### src/rtl/latch_shift_tx_if.sv
// Word-source handshake plus latch-chain drive lines for latch_shift_tx.
// Latency: none (wires only).
// Backpressure: in_ready from the slave side gates in_valid from the master side.
interface latch_shift_tx_if #(
  parameter int DATA_W = 8
);
  logic [DATA_W-1:0] in_data;
  logic              in_valid;
  logic              in_ready;
  logic              d;
  logic              c;
  logic              le;
  logic              busy;
  logic              done;

  // Word source / observer side
  modport master (
    output in_data, in_valid,
    input  in_ready, d, c, le, busy, done
  );

  // Transmitter side
  modport slave (
    input  in_data, in_valid,
    output in_ready, d, c, le, busy, done
  );
endinterface

### src/rtl/latch_shift_tx.sv
// Serializes a parallel word onto a latch chain: d qualified by strobe c, then an le load pulse.
// Latency: first c rise HALF_PER+1 cycles after capture; whole transfer (2*DATA_W+1)*HALF_PER cycles.
// Backpressure: in_ready only in IDLE; in_valid while busy is dropped, nothing is queued.
module latch_shift_tx #(
  parameter int DATA_W    = 8,
  parameter int HALF_PER  = 2,
  parameter int MSB_FIRST = 1
) (
  input  logic           clk,
  input  logic           rst,
  latch_shift_tx_if.slave bus
);

  localparam int BW = $clog2(DATA_W + 1);
  localparam int PW = $clog2(HALF_PER + 1);

  typedef enum logic [1:0] {IDLE, SETUP, HIGH, LOAD} state_t;

  state_t            state_q, state_d;
  logic [PW-1:0]     phase_q, phase_d;
  logic [BW-1:0]     bit_q, bit_d;
  logic [DATA_W-1:0] shreg_q, shreg_d;

  logic d_q, d_d;
  logic c_q, c_d;
  logic le_q, le_d;
  logic busy_q, busy_d;
  logic done_q, done_d;
  logic in_ready_q, in_ready_d;

  logic phase_last;
  logic cur_bit;

  assign phase_last = (phase_q == PW'(HALF_PER - 1));

  // State register and all registered outputs; reset drops any word in flight
  always_ff @(posedge clk) begin
    if (rst) begin
      state_q    <= IDLE;
      phase_q    <= '0;
      bit_q      <= '0;
      shreg_q    <= '0;
      d_q        <= 1'b0;
      c_q        <= 1'b0;
      le_q       <= 1'b0;
      busy_q     <= 1'b0;
      done_q     <= 1'b0;
      in_ready_q <= 1'b0;
    end else begin
      state_q    <= state_d;
      phase_q    <= phase_d;
      bit_q      <= bit_d;
      shreg_q    <= shreg_d;
      d_q        <= d_d;
      c_q        <= c_d;
      le_q       <= le_d;
      busy_q     <= busy_d;
      done_q     <= done_d;
      in_ready_q <= in_ready_d;
    end
  end

  // Next state: each non-idle phase lasts HALF_PER cycles; the shift happens on HIGH -> SETUP
  always_comb begin
    state_d = state_q;
    phase_d = phase_q;
    bit_d   = bit_q;
    shreg_d = shreg_q;
    case (state_q)
      IDLE: begin
        // in_ready_q (not just the state) gates capture so the first post-reset cycle never accepts
        if (bus.in_valid && in_ready_q) begin
          shreg_d = bus.in_data;
          bit_d   = '0;
          phase_d = '0;
          state_d = SETUP;
        end
      end
      SETUP: begin
        if (phase_last) begin
          phase_d = '0;
          state_d = HIGH;
        end else begin
          phase_d = phase_q + PW'(1);
        end
      end
      HIGH: begin
        if (phase_last) begin
          phase_d = '0;
          if (bit_q == BW'(DATA_W - 1)) begin
            state_d = LOAD;
          end else begin
            state_d = SETUP;
            bit_d   = bit_q + BW'(1);
            shreg_d = (MSB_FIRST != 0) ? (shreg_q << 1) : (shreg_q >> 1);
          end
        end else begin
          phase_d = phase_q + PW'(1);
        end
      end
      LOAD: begin
        if (phase_last) begin
          phase_d = '0;
          state_d = IDLE;
        end else begin
          phase_d = phase_q + PW'(1);
        end
      end
      default: begin
        phase_d = '0;
        state_d = IDLE;
      end
    endcase
  end

  // Outputs decoded from the next state so they are registered yet line up with the state
  always_comb begin
    cur_bit    = (MSB_FIRST != 0) ? shreg_d[DATA_W-1] : shreg_d[0];
    d_d        = ((state_d == SETUP) || (state_d == HIGH)) ? cur_bit : 1'b0;
    c_d        = (state_d == HIGH);
    le_d       = (state_d == LOAD);
    busy_d     = (state_d != IDLE);
    in_ready_d = (state_d == IDLE);
    done_d     = (state_d == LOAD) && (phase_d == PW'(HALF_PER - 1));
  end

  assign bus.d        = d_q;
  assign bus.c        = c_q;
  assign bus.le       = le_q;
  assign bus.busy     = busy_q;
  assign bus.done     = done_q;
  assign bus.in_ready = in_ready_q;

endmodule
### src/flat_wrapper.sv
// flat-port wrapper written by rule: the top's interface ports become plain ports
module latch_shift_tx_flat 
#(
  parameter int DATA_W    = 8,
  parameter int HALF_PER  = 2,
  parameter int MSB_FIRST = 1
)
  (clk, rst, bus_in_data, bus_in_valid, bus_in_ready, bus_d, bus_c, bus_le, bus_busy, bus_done);
  latch_shift_tx_if #(.DATA_W(DATA_W)) bus_i ();
  input  logic clk;
  input  logic rst;
  input wire logic [$bits(bus_i.in_data)-1:0] bus_in_data;
  input wire logic [$bits(bus_i.in_valid)-1:0] bus_in_valid;
  output wire logic [$bits(bus_i.in_ready)-1:0] bus_in_ready;
  output wire logic [$bits(bus_i.d)-1:0] bus_d;
  output wire logic [$bits(bus_i.c)-1:0] bus_c;
  output wire logic [$bits(bus_i.le)-1:0] bus_le;
  output wire logic [$bits(bus_i.busy)-1:0] bus_busy;
  output wire logic [$bits(bus_i.done)-1:0] bus_done;
  assign bus_i.in_data = bus_in_data;
  assign bus_i.in_valid = bus_in_valid;
  assign bus_in_ready = bus_i.in_ready;
  assign bus_d = bus_i.d;
  assign bus_c = bus_i.c;
  assign bus_le = bus_i.le;
  assign bus_busy = bus_i.busy;
  assign bus_done = bus_i.done;
  latch_shift_tx #(.DATA_W(DATA_W), .HALF_PER(HALF_PER), .MSB_FIRST(MSB_FIRST)) u_core (.clk(clk), .rst(rst), .bus(bus_i));
endmodule
### config.mk
export PLATFORM = sky130hd
export DESIGN_NAME = latch_shift_tx_flat
export DESIGN_NICKNAME = d
export VERILOG_FILES = /design/src/rtl/latch_shift_tx_if.sv /design/src/rtl/latch_shift_tx.sv /design/src/flat_wrapper.sv
export SDC_FILE = /design/constraint.sdc
export NUM_CORES = 1
export LEC_CHECK = 0
export ABC_AREA = 1
export CAP_MARGIN = 30
export CORE_UTILIZATION = 56
export CTS_CLUSTER_DIAMETER = 80
export DETAILED_ROUTE_END_ITERATION = 12
export PLACE_DENSITY = 0.82
export SETUP_SLACK_MARGIN = 0.2
export SLEW_MARGIN = 40
export SYNTH_ARGS = -nofsm -noshare
export SYNTH_HDL_FRONTEND = slang
export SYNTH_SLANG_ARGS = --single-unit
### constraint.sdc
create_clock -name clk -period 4.8 [get_ports clk]
set_clock_uncertainty 0.05 [all_clocks]
set_input_delay 0.96 -clock clk [delete_from_list [all_inputs] [get_ports clk]]
set_output_delay 0.96 -clock clk [all_outputs]
set_load 0.02 [all_outputs]
==> run summary <==
Num CTS Buffers - 3
First-pass GRT wire length - 3280 µm
RePlAce Congestion - 0.832
Slew HR - 60.0%
Met2 routed WL - 1050 µm
Synthesized cell area - 1120 µm²
Synthesized flop and latch total - 22
Clock transition at the registers of the reported paths - 0.13 ns
Die Height - 46.7 µm
Clk_lat worst skew - 0.32 ns
Setup crit end - u_core.bus.done$_SDFF_PP0_
Crit path from - bus_in_valid
Synth-to-Final Area Change - 19.5%
Cells after Synth - 165
CP dominant cell by count - nand2_1
Cell depth of the worst setup path - 10
Clk buf depth - 2
Post-DP HPWL - 1590 µm
DRC viols - 0
Initial antenna violation count - 0
Core footprint - 1800 µm²
Root Driver - clkbuf_4
CP max FO - 14
Antenna diodes - 0
Worst slack, placed - 2.04 ns
Synthesis Warnings - 0
Final net count - 199
Worst r2r src - u_core.bit_q[0]$_SDFFE_PP0P_
CTS tree - built
CP Buf/Inv Count - 3
DP Cell Count - 203
I/O pin cnt - 17
VDD IR max - 0.215 mV
Uppermost layer routed - met4
Vias - 981
Max-slew violation count - 0
CP required - 4.97 ns
R2R depth - 8
PwrDens - 318 nW/µm²
DR vias/cell - 4.74
CP max-delay cell - clkdlybuf4s50_1
Avg Cell Area, Syn - 6.77 µm²
DR iter-0 viols - 16
Commonest cells after routing, fill and taps aside - nand2_1 (45), nor2_1 (37), inv_1 (24), dfxtp_1 (22), clkdlybuf4s50_1 (16)
Final ANT Viol Nets - 0
Grt ovf - 0
Layout Cells excl Fill - 207
Tcrit/Tclk final - 50.7%
Total power - 0.424 mW
Total Die Area - 2180 µm²
Initial Util - 62.0%
Endpoint of the lowest-slack register-to-register path - u_core.shreg_q[6]$_SDFFE_PP0P_
Gr usage total - 21.9%
Routed wl met3 - 52 µm
Largest net degree at the start of global routing - 15
PortBufs - 16
Endpoints failing setup - 0
CTS resizes - 0
Post-synth cell types - 22
Cts hold-fix bufs - 0
Tmin final - 2.43 ns
Max Clock Freq - 411 MHz
WL met1 - 981 µm
CP cell instances - clkdlybuf4s50_1 -> nand2_1 -> inv_1 -> nand2_1 -> nand2_2 -> nor2_1 -> inv_1 -> ha_1 -> nand2_1 -> nor3_1
Setup TNS - 0 ns
CP max stage delay - 0.40 ns
Post-CTS setup buffers - 0
Number of core rows - 15
First-pass iteration count of the detailed router - 4
Layout cell share with drive strength beyond 1 - 7.14%
Post-Route WL - 2130 µm
Max_cap viols - 0
Hold Violations, Final - 0
HP Class - flop to flop
Number of global-route vias before repair - 846
Arrival time at the worst endpoint - 2.60 ns
CTS H-tree lvls - 1
Cell family with most CP delay - simple AND/OR/NAND/NOR gates
Die width - 46.7 µm
Flop2flop setup slack - 3.00 ns
Routed WL per cell - 10.3 µm
Commonest non-fill, non-tap cell in the layout - nand2_1
Worst-Margin Slew - 0.599 ns
WS Path Type - input port to flop
Crit. End Element - flop
Post-synth net total - 181
Seq/Total Area, Yosys - 39.4%
RSZ-0062 raised after global routing - false
Leakage power figure - 0.607 nW
Clock Sinks - 22
Worst setup SP type - input port
Setup WS post-layout - 2.37 ns
Outcome - finished, final reports clean
==> Yosys cell counts (all sizes together) <==
library cell,instances,share of area (%)
nand3,12,5.8
clkbuf,1,0.34
buf,2,2.0
nand4,1,0.56
a21oi,7,3.8
inv,25,8.4
nor2,39,14
nand2,47,17
ha,5,5.6
dfxtp,22,39
nand3b,2,2.5
o21ai,1,0.45
nor3,1,0.45
==> layer usage <==
layer | track usage [%] | vias up
met5 | 0 | -
met4 | 12.0 | 0
met3 | 4.71 | 5
met2 | 37.2 | 13
met1 | 25.2 | 432
li1 | - | 531
==> sequential cells by signal (all words and copies together) (netlist names) <==
| register | count |
|---|---|
| u_core.phase_q | 2 |
| u_core.shreg_q | 8 |
| u_core.bus.busy | 1 |
| u_core.state_q | 2 |
| u_core.bit_q | 4 |
| u_core.bus.c | 1 |
| u_core.bus.le | 1 |
| u_core.bus.done | 1 |
| u_core.bus.in_ready | 1 |
| u_core.bus.d | 1 |
==> power by group <==
| part | internal, mW | switching (mW) |
|---|---|---|
| Combinational | 0.0327 | 0.0468 |
| Clock | 0.0845 | 0.0589 |
| Sequential | 0.195 | 0.00634 |
| Total | 0.312 | 0.112 |
==> worst min-delay path by stage <==
stage | to | depth (start not counted) | slack, ns | from
6_report | u_core.shreg_q[0]$_SDFFE_PP0P_ | 2 | 0.42 | u_core.shreg_q[0]$_SDFFE_PP0P_
5_1_grt | u_core.shreg_q[0]$_SDFFE_PP0P_ | 2 | 0.47 | u_core.shreg_q[0]$_SDFFE_PP0P_
4_1_cts | u_core.shreg_q[0]$_SDFFE_PP0P_ | 2 | 0.42 | u_core.shreg_q[0]$_SDFFE_PP0P_
3_5_place_dp | u_core.shreg_q[0]$_SDFFE_PP0P_ | 2 | 0.40 | u_core.shreg_q[0]$_SDFFE_PP0P_
3_3_place_gp | u_core.shreg_q[0]$_SDFFE_PP0P_ | 2 | 0.40 | u_core.shreg_q[0]$_SDFFE_PP0P_
2_1_floorplan | u_core.shreg_q[0]$_SDFFE_PP0P_ | 2 | 0.39 | u_core.shreg_q[0]$_SDFFE_PP0P_
==> worst reg2reg max path, stage by stage, from the launching register on <==
cell	delay, ns
dfxtp_1	0.40
ha_1	0.21
nand2_1	0.06
inv_1	0.08
nand3_1	0.42
nand2_4	0.31
nand2_1	0.07
nand2_1	0.06
nor2_1	0.05
==> per-stage QoR <==
| stage | util, % | hold WS [ns] | cell area (µm²) |
|---|---|---|---|
| after detailed placement | 71.2 | 0.403 | 1280 |
| after CTS | 74.1 | 0.422 | 1340 |
| after global placement | 71.2 | 0.399 | 1280 |
| after floorplan | - | 0.390 | 1120 |
| final | 74.1 | 0.421 | 1340 |
| after global routing | 74.1 | 0.465 | 1340 |
==> cells by family after synthesis <==
kind of cell	synth area share (%)
adders and majority gates	5.60
DFF	39.4
buffers and inverters	10.7
AOI/OAI and AO/OA	4.25
and+or+nand+nor	40.0
==> area by class of cell <==
cell class              instances  area [µm²]
clock inverters                 1        30.0
well taps                      25        31.3
repair buffers                 16         160
clock buffers                   3        22.5
inverters                      25        93.8
multi-input cells             115         557
flip-flops and latches         22         440
fillers                       150         467
Power figures use the tool's default switching activity.
==> RTL edit 1: new RTL, config.mk and constraints unchanged <==
`shreg_q` no longer has a reset.
--- a/src/rtl/latch_shift_tx.sv
+++ b/src/rtl/latch_shift_tx.sv
@@ -39,7 +39,6 @@
       state_q    <= IDLE;
       phase_q    <= '0;
       bit_q      <= '0;
-      shreg_q    <= '0;
       d_q        <= 1'b0;
       c_q        <= 1'b0;
       le_q       <= 1'b0;
@@ -50,7 +49,6 @@
       state_q    <= state_d;
       phase_q    <= phase_d;
       bit_q      <= bit_d;
-      shreg_q    <= shreg_d;
       d_q        <= d_d;
       c_q        <= c_d;
       le_q       <= le_d;
@@ -58,6 +56,10 @@
       done_q     <= done_d;
       in_ready_q <= in_ready_d;
     end
+  end
+
+  always_ff @(posedge clk) begin
+    shreg_q <= shreg_d;
   end
 
   // Next state: each non-idle phase lasts HALF_PER cycles; the shift happens on HIGH -> SETUP
Function: same outputs for any inputs over 10 cycles, from zero or initial values and one cycle with rst high; that may be too few to reach the edited logic, so the function may still have changed.
==> RTL edit 1 against the original RTL <==
Sequential cell count unchanged. Die area decreased by 4.7%. Routed wire length decreased by 14%. Synthesized area decreased by 4.9%. First-iteration DRC count decreased by 31%. Critical endpoint is now bus_in_ready. Maximum frequency increased by 7.1%. Setup slack improved by 0.16 ns. Final area decreased by 2.4%. Final cell count decreased by 22%. Critical path type is now flop to primary output. Total power increased by 1.4%. Global-route usage decreased by 1.6 points.
==> RTL edit 1: results (changes against the original RTL) <==
Setup path
  • Slowest-stage cell, CP: clkdlybuf4s50_1 (unchanged)
  • CP peak stage delay: 0.60 ns (was 0.40 ns)
  • Crit Reg-Reg Startpoint: u_core.bit_q[0]$_SDFFE_PP0P_ (unchanged)
  • Largest delay share family, worst path: buffers and inverters (was simple AND/OR/NAND/NOR gates)
  • Crit path max fanout: 2 (was 14)
  • Critical path destination: bus_in_ready (was u_core.bus.done$_SDFF_PP0_)
  • Reg2reg end: u_core.bus.done$_SDFF_PP0_ (was u_core.shreg_q[6]$_SDFFE_PP0P_)
  • Worst Setup SP: u_core.bus.in_ready$_SDFF_PP0_ (was bus_in_valid)
  • CP Data Arrival Time: 1.26 ns (was 2.60 ns)
  • Flop2flop setup slack: 3.08 ns (was 3.00 ns)

Yosys
  • Area contributors post-synth: dfxtp_1, edfxtp_1, inv_1 (was dfxtp_1, nand2_1, nor2_1)
  • Syn nets: 134 (was 181)
  • Post-synth EDFFs: 7 (was 0)
  • Post-synth top cells: inv_1, nand2_1, dfxtp_1 (was nand2_1, nor2_1, inv_1)
  • Synth Warn #: 0 (unchanged)
  • Seq/Total Area, Yosys: 48.06% (was 39.42%)

Drt
  • Wirelength, routed: 1837 um (was 2130 um)
  • Via/cell ratio: 4.846 (was 4.739)
  • Starting DRT DRC Count: 11 (was 16)

STA
  • Rel. slew slack: 76.66% (was 59.98%)
  • Final cycle utilization of the critical path: 47.32% (was 50.68%)

CTS
  • Worst skew pair latency: 0.31 ns

Layout
  • Diode count: 0 (unchanged)
  • Layout cells sized above 1: 15.33% (was 7.143%)
  • Final nets: 154 (was 199)

Placed design
  • Detailed Place HPWL: 1402 um (was 1592 um)
  • GP Congestion: 0.7340 (was 0.8322)
  • Pre-CTS setup slack: 2.352 ns (was 2.042 ns)

Hold path
  • Worst hold path endpoint: u_core.bit_q[2]$_SDFFE_PP0P_ (was u_core.shreg_q[0]$_SDFFE_PP0P_)
  • Hold Path Origin: u_core.bit_q[2]$_SDFFE_PP0P_ (was u_core.shreg_q[0]$_SDFFE_PP0P_)
  • HP Class: flop to flop (unchanged)

Power and ir drop
  • LEAKAGE: 0.0005880 uW (was 0.0006066 uW)
  • Switching Fraction: 24.86% (was 26.40%)
  • Peak VDD IR: 216.0 uV (was 214.7 uV)

Global routing
  • Antenna violations before repair: 0 (unchanged)
  • Largest net degree at the start of global routing: 14 (was 15)
  • Vias in the first global route: 683 (was 846)
  • First-pass GRT wire length: 2911 um (was 3277 um)
  • Total GRT Usage: 20.30% (was 21.93%)

Outcome
  • Outcome: complete, no violations (unchanged)
RTL edit 1: cell count changes after synthesis, sizes merged:
cell / before / now
nand2: 47 / 23
edfxtp: 0 / 7
buf: 2 / 0
inv: 25 / 23
o21ai: 1 / 2
a21oi: 7 / 4
dfxtp: 22 / 15
nand3: 12 / 4
nand3b: 2 / 3
nor2: 39 / 23
a22o: 0 / 6
RTL edit 1: cells by family after synthesis:
group           Yosys count  synth area share [%]
simple gates             55                 29.56
buf+inv                  24                 8.716
flops                    22                 48.06
compound gates           12                 7.774
fa+ha+maj                 5                 5.889
RTL edit 1: layout make-up:
| class | count | area (um^2) |
|---|---|---|
| Sequential cell | 22 | 510.5 |
| Timing Repair Buffer | 16 | 160.2 |
| Fill cell | 131 | 442.9 |
| Clock inverter | 1 | 30.03 |
| Multi-Input combinational cell | 72 | 459.2 |
| Inverter | 23 | 88.84 |
| Tap cell | 25 | 31.28 |
| Clock buffer | 3 | 22.52 |
RTL edit 1: power groups by stage:
stage	clock network (uW)	logic [uW]	registers, uW
detailed placement	0	73.9	218
finish	143	74.4	213
floorplan	0	46.4	220
CTS	145	74.7	213
global placement	0	71.2	217
global route	153	83.1	214
RTL edit 1: layer usage:
layer / global-route usage, % / routed length (um)
met1: 25.25 / 847
met2: 33.14 / 896
met3: 3.571 / 50
met4: 10.91 / 42
met5: 0 / 0
RTL edit 1: stage by stage:
stage	instance area (um^2)	cells	hold slack (ns)	power (uW)
finish	1303	162	0.4296	430.1
global route	1303	162	0.4541	450.6
CTS	1303	162	0.4353	432.7
detailed placement	1250	158	0.4171	291.6
global placement	1250	158	0.4004	288.1
floorplan	1062	118	0.3918	266.7
==> RTL edit 2: new RTL, same settings <==
Without the edit above. `MSB_FIRST` is set to 1 in 2 places; all go to 0.
--- a/src/rtl/latch_shift_tx.sv
+++ b/src/rtl/latch_shift_tx.sv
@@ -4,7 +4,7 @@
 module latch_shift_tx #(
   parameter int DATA_W    = 8,
   parameter int HALF_PER  = 2,
-  parameter int MSB_FIRST = 1
+  parameter int MSB_FIRST = 0
 ) (
   input  logic           clk,
   input  logic           rst,
--- a/src/flat_wrapper.sv
+++ b/src/flat_wrapper.sv
@@ -3,7 +3,7 @@
 #(
   parameter int DATA_W    = 8,
   parameter int HALF_PER  = 2,
-  parameter int MSB_FIRST = 1
+  parameter int MSB_FIRST = 0
 )
   (clk, rst, bus_in_data, bus_in_valid, bus_in_ready, bus_d, bus_c, bus_le, bus_busy, bus_done);
   latch_shift_tx_if #(.DATA_W(DATA_W)) bus_i ();
Check against the original RTL: not equivalent (Yosys sat finds a counterexample within 4 cycles, from zero or initial values and one cycle with rst high).
==> RTL edit 2 against the original RTL <==
Synthesized area grew 1.1%. Setup slack better by 0.18 ns. Final area fell by 0.47%. Sequential cell count did not move. Count of clock-buffer cells in the layout is 1 higher. Routed wire length unchanged. Total power shrank 12%. Final cell count down 2.9%. Synthesized cell count shrank 3.6%. Combinational power is 3.0% lower. Worst hold slack improved by 0.00077 ns. Non-clock buffer count unchanged. Critical path type unchanged. Critical endpoint unchanged. Highest routed layer unchanged.
==> RTL edit 2: results (changes against the original RTL) <==
Drt
  • Via/cell ratio: 4.905 (was 4.739)
  • Drt pass-1 iters: 4 (unchanged)
  • Starting DRT DRC Count: 20 (was 16)
  • Total number of vias: 986 (was 981)
  • Avg WL per Cell: 10.60 um (was 10.29 um)

Placed design
  • GP Congestion: 0.9178 (was 0.8322)
  • DP Area: 1292 um^2 (was 1282 um^2)
  • Detailed Place HPWL: 1641 um (was 1592 um)
  • Cells after DPL: 197 (was 203)
  • Pre-CTS setup slack: 2.223 ns (was 2.042 ns)

Setup path
  • Crit path max fanout: 14 (unchanged)
  • Largest delay share family, worst path: simple AND/OR/NAND/NOR gates (unchanged)
  • Worst-case reg-to-reg path depth: 9 (was 8)
  • CP Data Arrival Time: 2.39 ns (was 2.60 ns)
  • Reg2reg end: u_core.bus.d$_SDFF_PP0_ (was u_core.shreg_q[6]$_SDFFE_PP0P_)
  • CP peak stage delay: 0.39 ns
  • Flop2flop setup slack: 3.00 ns (about the same)

Yosys
  • Async SR Flop Fraction: 0% (unchanged)
  • Syn nets: 175 (was 181)
  • Post-synth top cells: nand2_1, nor2_1, dfxtp_1, inv_1, nand3_1 (was nand2_1, nor2_1, inv_1)
  • Seq/Total Area, Yosys: 38.98% (was 39.42%)
  • Netlist cell types: 23 (was 22)
  • Mapped Cells: 159 (was 165)
  • Area contributors post-synth: dfxtp_1, nand2_1, nor2_1 (unchanged)
  • Top_reg_cell synth: dfxtp_1 (unchanged)

Global routing
  • Vias in the first global route: 906 (was 846)
  • First-pass GRT wire length: 3546 um (was 3277 um)
  • Antenna violations before repair: 0 (unchanged)
  • Total GRT Usage: 22.64% (was 21.93%)

Power and ir drop
  • Switch Pwr: 102.6 uW (was 112.0 uW)
  • Clk power: 96.4 uW (was 143 uW)
  • LEAKAGE: 0.0005923 uW (was 0.0006066 uW)
  • Part of the power in registers: 53.6% (was 47.5%)
  • Peak VDD IR: 174.0 uV (was 214.7 uV)

Hold path
  • Worst hold path endpoint: u_core.shreg_q[7]$_SDFFE_PP0P_ (was u_core.shreg_q[0]$_SDFFE_PP0P_)
  • Hold Path Origin: u_core.shreg_q[7]$_SDFFE_PP0P_ (was u_core.shreg_q[0]$_SDFFE_PP0P_)

STA
  • Worst slew pin tran: 0.4711 ns (was 0.5987 ns)
  • Max frequency: 443.2 MHz (was 411.1 MHz)
  • Worst hold margin: 0.4223 ns (was 0.4215 ns)

CTS
  • CTS clk-pin slew, worst paths: 0.11 ns (was 0.13 ns)
  • Setup bufs post-CTS: 0 (unchanged)
  • Worst skew pair latency: 0.29 ns (was 0.32 ns)

Layout
  • Fillers: 148 (was 150)
  • Final nets: 193 (was 199)
  • Layout cells sized above 1: 10.80% (was 7.143%)
  • Regs by FF count: u_core.shreg_q x8, u_core.bit_q x4 (unchanged)

Outcome
  • Outcome: complete, no violations (unchanged)
## RTL edit 2: changes by cell type in the layout (fill, tap and decap cells not counted), moves of 2 or more
| cell | before | now |
|---|---|---|
| nand2_1 | 45 | 38 |
| nor2_2 | 1 | 3 |
| nor2_1 | 37 | 33 |
| inv_1 | 24 | 22 |
## RTL edit 2: how the worst max path moves through the flow
stage / startpoint / to / cells after the start
4_1_cts: u_core.bus.in_ready$_SDFF_PP0_ / bus_in_ready / 1
2_1_floorplan: bus_in_valid / u_core.bus.done$_SDFF_PP0_ / 10
3_5_place_dp: bus_in_valid / u_core.bus.done$_SDFF_PP0_ / 10
5_1_grt: bus_in_valid / u_core.bus.done$_SDFF_PP0_ / 10
3_3_place_gp: bus_in_valid / u_core.bus.done$_SDFF_PP0_ / 10
6_report: bus_in_valid / u_core.bus.done$_SDFF_PP0_ / 10
## RTL edit 2: layout make-up
type | instances | area, um^2 | area share (%)
Clock buffer | 4 | 36.28 | 2.731
Inverter | 23 | 86.33 | 6.497
Sequential cell | 22 | 440.4 | 33.15
Timing Repair Buffer | 16 | 160.2 | 12.05
Tap cell | 25 | 31.28 | 2.354
Multi-Input combinational cell | 111 | 574.3 | 43.22
## RTL edit 2: layer usage
| layer | vias up | GRT usage, % | routed length [um] |
|---|---|---|---|
| met2 | 19 | 40.56 | 1053 |
| met1 | 446 | 27.83 | 987 |
| met5 | - | 0 | 0 |
| met3 | 2 | 2.692 | 81 |
| met4 | 0 | 8.000 | 6 |
| li1 | 519 | - | - |
## RTL edit 2: cells by family after synthesis
| logic type | Yosys count | share of synthesized area [%] |
|---|---|---|
| simple gates | 97 | 40.42 |
| flops | 22 | 38.98 |
| compound gates | 9 | 4.872 |
| buf+inv | 26 | 10.19 |
| fa+ha+maj | 5 | 5.537 |
